===== config.mk =====
export PLATFORM = sky130hd
export DESIGN_NAME = hdc_argmax
export DESIGN_NICKNAME = d
export VERILOG_FILES = /design/src/rtl/hdc_argmax.sv
export SDC_FILE = /design/constraint.sdc
export NUM_CORES = 1
export LEC_CHECK = 0
export ABC_AREA = 0
export CAP_MARGIN = 40
export CORE_ASPECT_RATIO = 0.8
export CORE_MARGIN = 5
export CORE_UTILIZATION = 54
export DETAILED_ROUTE_END_ITERATION = 16
export HOLD_SLACK_MARGIN = 0.08
export PLACE_DENSITY = 0.79
export SYNTH_ARGS = -nofsm -noshare
export SYNTH_HDL_FRONTEND = slang
export SYNTH_SLANG_ARGS = --single-unit

===== constraint.sdc =====
create_clock -name clk -period 4.6 [get_ports clk]
set_clock_uncertainty 0.15 [all_clocks]
set_input_delay 0.46 -clock clk [delete_from_list [all_inputs] [get_ports clk]]
set_output_delay 0.46 -clock clk [all_outputs]
set_load 0.1 [all_outputs]

===== src/rtl/hdc_argmax.sv =====
// hdc_argmax -- running argmax over the NUM_C FP16 class scores of one frame.
//
// One score arrives per score_en strobe, in label order. The block tracks the
// best score and its label. On frame_done it publishes the result through a
// valid/ready register stage. That stage is double-buffered: while a result
// waits for the consumer, the next frame keeps accumulating in the working
// registers.
//
// Optional feature macro: HDC_ARGMAX_TOP2_EN
//   When defined, the block also tracks the runner-up class and adds the
//   outputs pred_label2 and pred_score2.
//
// Ports
//   clk, rst                  clock, synchronous active-high reset
//   clr                       clear working max/counter (output stage untouched)
//   score_en, score           score strobe and FP16 class score
//   frame_done                frame end: publish, then clear working state
//   pred_valid/pred_ready     output handshake
//   pred_label, pred_score    argmax label and winning raw FP16 score
//   pred_label2, pred_score2  runner-up (only with HDC_ARGMAX_TOP2_EN)
//   err_count                 sticky: bad score count at frame end, or strobe past NUM_C
//   err_overrun               sticky: frame_done while a result was still held
module hdc_argmax #(
  parameter int NUM_C = 10,
  parameter int ACC_W = 16,
  parameter int LBL_W = $clog2(NUM_C)
) (
  input  logic             clk,
  input  logic             rst,
  input  logic             clr,
  input  logic             score_en,
  input  logic [ACC_W-1:0] score,
  input  logic             frame_done,
  output logic             pred_valid,
  input  logic             pred_ready,
  output logic [LBL_W-1:0] pred_label,
  output logic [ACC_W-1:0] pred_score,
`ifdef HDC_ARGMAX_TOP2_EN
  output logic [LBL_W-1:0] pred_label2,
  output logic [ACC_W-1:0] pred_score2,
`endif
  output logic             err_count,
  output logic             err_overrun
);

  if (ACC_W != 16) begin : g_bad_acc_w
    $error("hdc_argmax: ACC_W must be 16 (FP16 scores only)");
  end

  localparam int CNT_W = $clog2(NUM_C + 1);
  localparam logic [CNT_W-1:0] NUM_C_C = CNT_W'(NUM_C);
  localparam logic [ACC_W-1:0] NEG_INF = 16'hFC00;

  localparam logic [0:0] ST_EMPTY = 1'b0;
  localparam logic [0:0] ST_FULL  = 1'b1;

  // Map FP16 to an unsigned key whose integer order matches numeric order.
  // Both zeros map to the key of +0. Every NaN maps to key 0, so a NaN loses
  // to all other values.
  function automatic logic [ACC_W-1:0] fp_key(input logic [ACC_W-1:0] x);
    if (x[14:0] == 15'd0)                   fp_key = 16'h8000;
    else if (&x[14:10] && (x[9:0] != 10'd0)) fp_key = '0;
    else if (x[15])                         fp_key = ~x;
    else                                    fp_key = x ^ 16'h8000;
  endfunction

  // Working state
  logic [CNT_W-1:0] cnt, nxt_cnt;
  logic             any, nxt_any;
  logic [ACC_W-1:0] best_key, nxt_key;
  logic [ACC_W-1:0] best_raw, nxt_raw;
  logic [LBL_W-1:0] best_lbl, nxt_lbl;
`ifdef HDC_ARGMAX_TOP2_EN
  logic             any2, nxt_any2;
  logic [ACC_W-1:0] key2, nxt_key2;
  logic [ACC_W-1:0] raw2, nxt_raw2;
  logic [LBL_W-1:0] lbl2, nxt_lbl2;
`endif

  logic [0:0]       state;
  logic             take, ovf, load;
  logic [ACC_W-1:0] k;
  logic [LBL_W-1:0] lbl_in;

  // clr wins over a same-cycle score, so the score is taken only without clr.
  assign take   = score_en && !clr && (cnt != NUM_C_C);
  assign ovf    = score_en && !clr && (cnt == NUM_C_C);
  assign k      = fp_key(score);
  assign lbl_in = cnt[LBL_W-1:0];

  // nxt_* is the working state with this cycle's score folded in. A
  // frame_done in the same cycle publishes from nxt_*, so that last score
  // counts toward the result.
  always_comb begin
    nxt_cnt = cnt;
    nxt_any = any;
    nxt_key = best_key;
    nxt_raw = best_raw;
    nxt_lbl = best_lbl;
`ifdef HDC_ARGMAX_TOP2_EN
    nxt_any2 = any2;
    nxt_key2 = key2;
    nxt_raw2 = raw2;
    nxt_lbl2 = lbl2;
`endif
    if (take) begin
      nxt_cnt = cnt + CNT_W'(1);
      // Only a strictly greater key replaces the best, so on a tie the
      // lower label keeps the lead.
      if (!any || (k > best_key)) begin
        nxt_any = 1'b1;
        nxt_key = k;
        nxt_raw = score;
        nxt_lbl = lbl_in;
`ifdef HDC_ARGMAX_TOP2_EN
        // The displaced best becomes the runner-up.
        if (any) begin
          nxt_any2 = 1'b1;
          nxt_key2 = best_key;
          nxt_raw2 = best_raw;
          nxt_lbl2 = best_lbl;
        end
      end else if (!any2 || (k > key2)) begin
        nxt_any2 = 1'b1;
        nxt_key2 = k;
        nxt_raw2 = score;
        nxt_lbl2 = lbl_in;
`endif
      end
    end
  end

  assign pred_valid = (state == ST_FULL);
  // Accept a new result when the slot is empty, or when it drains in the same cycle.
  assign load       = frame_done && (!pred_valid || pred_ready);

  always_ff @(posedge clk) begin
    if (rst) begin
      cnt         <= '0;
      any         <= 1'b0;
      best_key    <= '0;
      best_raw    <= NEG_INF;
      best_lbl    <= '0;
      state       <= ST_EMPTY;
      pred_label  <= '0;
      pred_score  <= NEG_INF;
      err_count   <= 1'b0;
      err_overrun <= 1'b0;
`ifdef HDC_ARGMAX_TOP2_EN
      any2        <= 1'b0;
      key2        <= '0;
      raw2        <= NEG_INF;
      lbl2        <= '0;
      pred_label2 <= '0;
      pred_score2 <= NEG_INF;
`endif
    end else begin
      // Working registers. The cleared state also serves as the empty-frame
      // result: label 0 with score -inf.
      if (clr || frame_done) begin
        cnt      <= '0;
        any      <= 1'b0;
        best_key <= '0;
        best_raw <= NEG_INF;
        best_lbl <= '0;
`ifdef HDC_ARGMAX_TOP2_EN
        any2     <= 1'b0;
        key2     <= '0;
        raw2     <= NEG_INF;
        lbl2     <= '0;
`endif
      end else begin
        cnt      <= nxt_cnt;
        any      <= nxt_any;
        best_key <= nxt_key;
        best_raw <= nxt_raw;
        best_lbl <= nxt_lbl;
`ifdef HDC_ARGMAX_TOP2_EN
        any2     <= nxt_any2;
        key2     <= nxt_key2;
        raw2     <= nxt_raw2;
        lbl2     <= nxt_lbl2;
`endif
      end

      if (ovf || (frame_done && (nxt_cnt != NUM_C_C)))
        err_count <= 1'b1;
      if (frame_done && pred_valid && !pred_ready)
        err_overrun <= 1'b1;

      // Output stage
      if (load) begin
        state       <= ST_FULL;
        pred_label  <= nxt_lbl;
        pred_score  <= nxt_raw;
`ifdef HDC_ARGMAX_TOP2_EN
        pred_label2 <= nxt_lbl2;
        pred_score2 <= nxt_raw2;
`endif
      end else if (pred_valid && pred_ready) begin
        state <= ST_EMPTY;
      end
    end
  end

endmodule


==> parameters.txt <==
Parameter                              Value

Clock tree
  Clock buffer depth    2
  Number of H-tree levels    3
  CTS-repair resized insts    0
  Number of clock sinks    64
  Clock tree from TritonCTS    yes
  TritonCTS Buffers    9
  Cts-stage hold buffer count    0
  Clock latency reported for the late side of the worst-skew pair    350 ps
  Root buffer cell    sky130_fd_sc_hd__clkbuf_8
  # Post-CTS Setup Buffers    0
  Clock transition at the registers of the reported paths    70 ps

Detailed routing
  Detail-routed net length per standard cell    15.9 µm
  Routed vias/inst    5.37
  DRC Markers    0
  Wire length reported by the detailed router    7.89 mm
  Total vias in the final route    2,662
  Drt first-iter violations    174
  Post-DRT Antenna Nets    0
  First-pass DRT Iterations    4

Critical path
  Depth of the worst register-to-register path    9
  Largest driver fanout on the critical path    47
  Terminus of the critical flop-to-flop path    pred_score[8]
  Flop2flop setup slack    1930 ps
  Critical path startpoint category    input pin
  Worst Path Required    4710 ps
  WS Path Type    in -> reg
  Critical Path Start    score[8]
  Startpoint of the worst register-to-register path    best_key[15]
  CP endpoint kind    register
  Crit path DAT    4120 ps

Placed design
  Post-detailed-placement half-perimeter wirelength    5.43 mm
  Placer congestion estimate    0.819
  Total of buffers placed on input and output ports    44
  Placed cells    480
  Pre-CTS WS    326 ps

Synthesis
  Post-synthesis cell type count    41
  Gate count after technology mapping    349
  Library cell with the largest summed area after synthesis    sky130_fd_sc_hd__dfxtp_1
  Number of enable-type register cells in the synthesized netlist    0
  Async S/R FF share, synth    0%
  Synth Warn #    0
  Area share of the leading cell type in the synthesized netlist    41.6%
  Average size of a mapped cell    8.83 µm²
  Most instantiated cells after synthesis    67 x sky130_fd_sc_hd__nor2_1, 64 x sky130_fd_sc_hd__dfxtp_1, 31 x sky130_fd_sc_hd__mux2i_1
  Most area-consuming cells after synthesis    sky130_fd_sc_hd__dfxtp_1 42%, sky130_fd_sc_hd__mux2i_1 10%, sky130_fd_sc_hd__nor2_1 8.2%
  Area of the mapped netlist    3080 µm²
  Register bit total from synthesis    64
  Most common cell in the synthesized netlist    sky130_fd_sc_hd__nor2_1
  Primary flip-flop cell chosen by synthesis mapping    sky130_fd_sc_hd__dfxtp_1
  Synthesized Nets    389
  Post-synthesis sequential area ratio    41.6%

Power
  Comb pwr share    21.3%
  Leakage dissipation    1.64 nW
  Max IR drop VDD    241 µV
  Internal power component    1.07 mW
  Share of total power in sequential cells    38.4%
  Switching part of the total power    28.7%
  Power density of the placed cells    356 nW/µm²
  Switching pwr    0.432 mW
  Clk pwr share    40.3%

Cells and area
  Total number of nets in the final design    453
  Number of standard cells in the layout, taps in and fillers out    496
  Filler Cell Count    347
  Antenna cells    0
  Area growth from synthesis to layout    37.1%
  Proportion of layout cells with a drive suffix above 1    12.4%

STA
  Final worst setup slack    581 ps
  Tcrit/Tclk final    87.4%
  Worst slew margin relative to its limit    46.8%
  Slew Limit Fails    0
  Final setup viols    0
  Post-route minimum period    4020 ps
  Maximum clock frequency    0.249 GHz
  Slew at the pin closest to its max-slew limit    796 ps
  Hold violation total from the final report    0
  Final TNS setup    0 ps
  Setup repair after global routing missed its margin    false

Hold path
  Instance count along the most critical hold path    2
  Worst hold-check path type    reg -> reg
  Hold Crit Endpoint    best_raw[11]
  Hold path startpoint    best_raw[11]

Floorplanning
  Chip Width    94.5 µm
  Standard-cell rows    24
  Overall die height    77.6 µm
  Initial Util    56.1%
  Top Ports    45
  Die Footprint    7330 µm²
  Area of the core region    5500 µm²

GRT
  Global-route wire length before repair    13.0 mm
  Overall track demand over capacity in global routing    22.9%
  Initial antenna violation count    0
  Sum of overflow across all layers after global routing    0
  Pin count of the biggest net entering global routing    48
  Via count of the first global-routing pass    2,722

Job
  Number of max-cap violations    0

Status
  Run status    finished clean
[cells in the final DEF (no fill, tap or decap), types with 3 or more instances in the layout]
master / netlist / routed
sky130_fd_sc_hd__inv_1: 24 / 24
sky130_fd_sc_hd__nand4_1: 4 / 4
sky130_fd_sc_hd__xor2_1: 3 / 3
sky130_fd_sc_hd__a21oi_1: 14 / 14
sky130_fd_sc_hd__nor4_1: 9 / 9
sky130_fd_sc_hd__dfxtp_1: 64 / 64
sky130_fd_sc_hd__a211oi_1: 20 / 20
sky130_fd_sc_hd__buf_4: 3 / 7
sky130_fd_sc_hd__xnor2_1: 15 / 15
sky130_fd_sc_hd__buf_8: 0 / 22
sky130_fd_sc_hd__ha_1: 18 / 18
sky130_fd_sc_hd__mux2i_1: 31 / 31
sky130_fd_sc_hd__nor3_1: 13 / 13
sky130_fd_sc_hd__nor2b_1: 4 / 4
sky130_fd_sc_hd__nand2_1: 7 / 7
sky130_fd_sc_hd__nand2b_1: 4 / 4
sky130_fd_sc_hd__bufinv_16: 0 / 3
sky130_fd_sc_hd__nor2_1: 67 / 67
sky130_fd_sc_hd__clkdlybuf4s50_1: 0 / 44
sky130_fd_sc_hd__clkbuf_8: 0 / 10
sky130_fd_sc_hd__o21ai_0: 8 / 8
[registers in the layout, indices dropped and copies added, names as in the netlist]
name / count
best_key: 16
best_raw: 16
pred_score: 16
best_lbl: 4
cnt: 4
pred_label: 4
any: 1
err_count: 1
err_overrun: 1
pred_valid: 1
[layer usage]
metal	track usage, %	up-vias	share of wire [%]
met2	36.5	74	48
met3	6.67	22	5.8
met1	28.4	1236	43
met4	11.1	0	3.0
met5	0	-	0
li1	-	1330	-
[critical path, stage by stage]
cell and delay [ps]:
sky130_fd_sc_hd__clkdlybuf4s50_1 500, sky130_fd_sc_hd__nor4_1 410, sky130_fd_sc_hd__nand4_1 190, sky130_fd_sc_hd__mux2i_1 220
sky130_fd_sc_hd__buf_4 210, sky130_fd_sc_hd__nor2_1 80, sky130_fd_sc_hd__ha_1 300, sky130_fd_sc_hd__a21oi_1 180
sky130_fd_sc_hd__o21ai_0 110, sky130_fd_sc_hd__a2111oi_0 470, sky130_fd_sc_hd__buf_4 200, sky130_fd_sc_hd__a31oi_4 100
sky130_fd_sc_hd__buf_12 210, sky130_fd_sc_hd__mux2i_1 170, sky130_fd_sc_hd__a211oi_1 270
[power groups by stage]
stage	Clock (mW)	Sequential (mW)	Combinational (mW)
detailed placement	0	0.591	0.316
finish	0.605	0.578	0.320
floorplan	0	0.671	0.115
global placement	0	0.590	0.269
global route	0.639	0.580	0.340
CTS	0.618	0.578	0.320
[layout make-up]
| type | count | area [µm²] | share of cell area (%) |
|---|---|---|---|
| Tap cell | 78 | 97.6 | 2.31 |
| Multi-Input combinational cell | 238 | 1610 | 38.0 |
| Timing Repair Buffer | 76 | 898 | 21.3 |
| Sequential cell | 64 | 1280 | 30.3 |
| Clock inverter | 6 | 115 | 2.72 |
| Clock buffer | 10 | 138 | 3.26 |
| Inverter | 24 | 90.1 | 2.13 |
[metrics by stage]
stage / power, mW / instance area [µm²] / hold slack, ps / utilization (%)
after floorplan: 0.787 / 3080 / 292 / -
after global placement: 0.859 / 3590 / 299 / 65.3
after detailed placement: 0.906 / 3970 / 309 / 72.3
after CTS: 1.52 / 4230 / 329 / 76.9
after global routing: 1.56 / 4230 / 354 / 76.9
final: 1.50 / 4230 / 334 / 76.9
[kinds of logic after synthesis]
group / Yosys count / synth area share (%)
XOR/XNOR: 18 / 5.12
flip-flops: 64 / 41.6
AO/OA/AOI/OAI: 54 / 11.5
multiplexers: 31 / 10.1
buffers and inverters: 47 / 6.78
adder cells (fa/ha/maj): 18 / 7.31
AND/OR/NAND/NOR: 117 / 17.6
[worst max-delay path by stage]
stage          cells after the start            end  slack (ps)
3_5_place_dp                      14  pred_score[4]         330
4_1_cts                           15  pred_score[9]         630
2_1_floorplan                     14  pred_label[0]        1210
3_3_place_gp                      14  pred_score[5]         470
5_1_grt                           15  pred_score[8]         320
6_report                          15  pred_score[9]         580
Power figures use the tool's default switching activity.
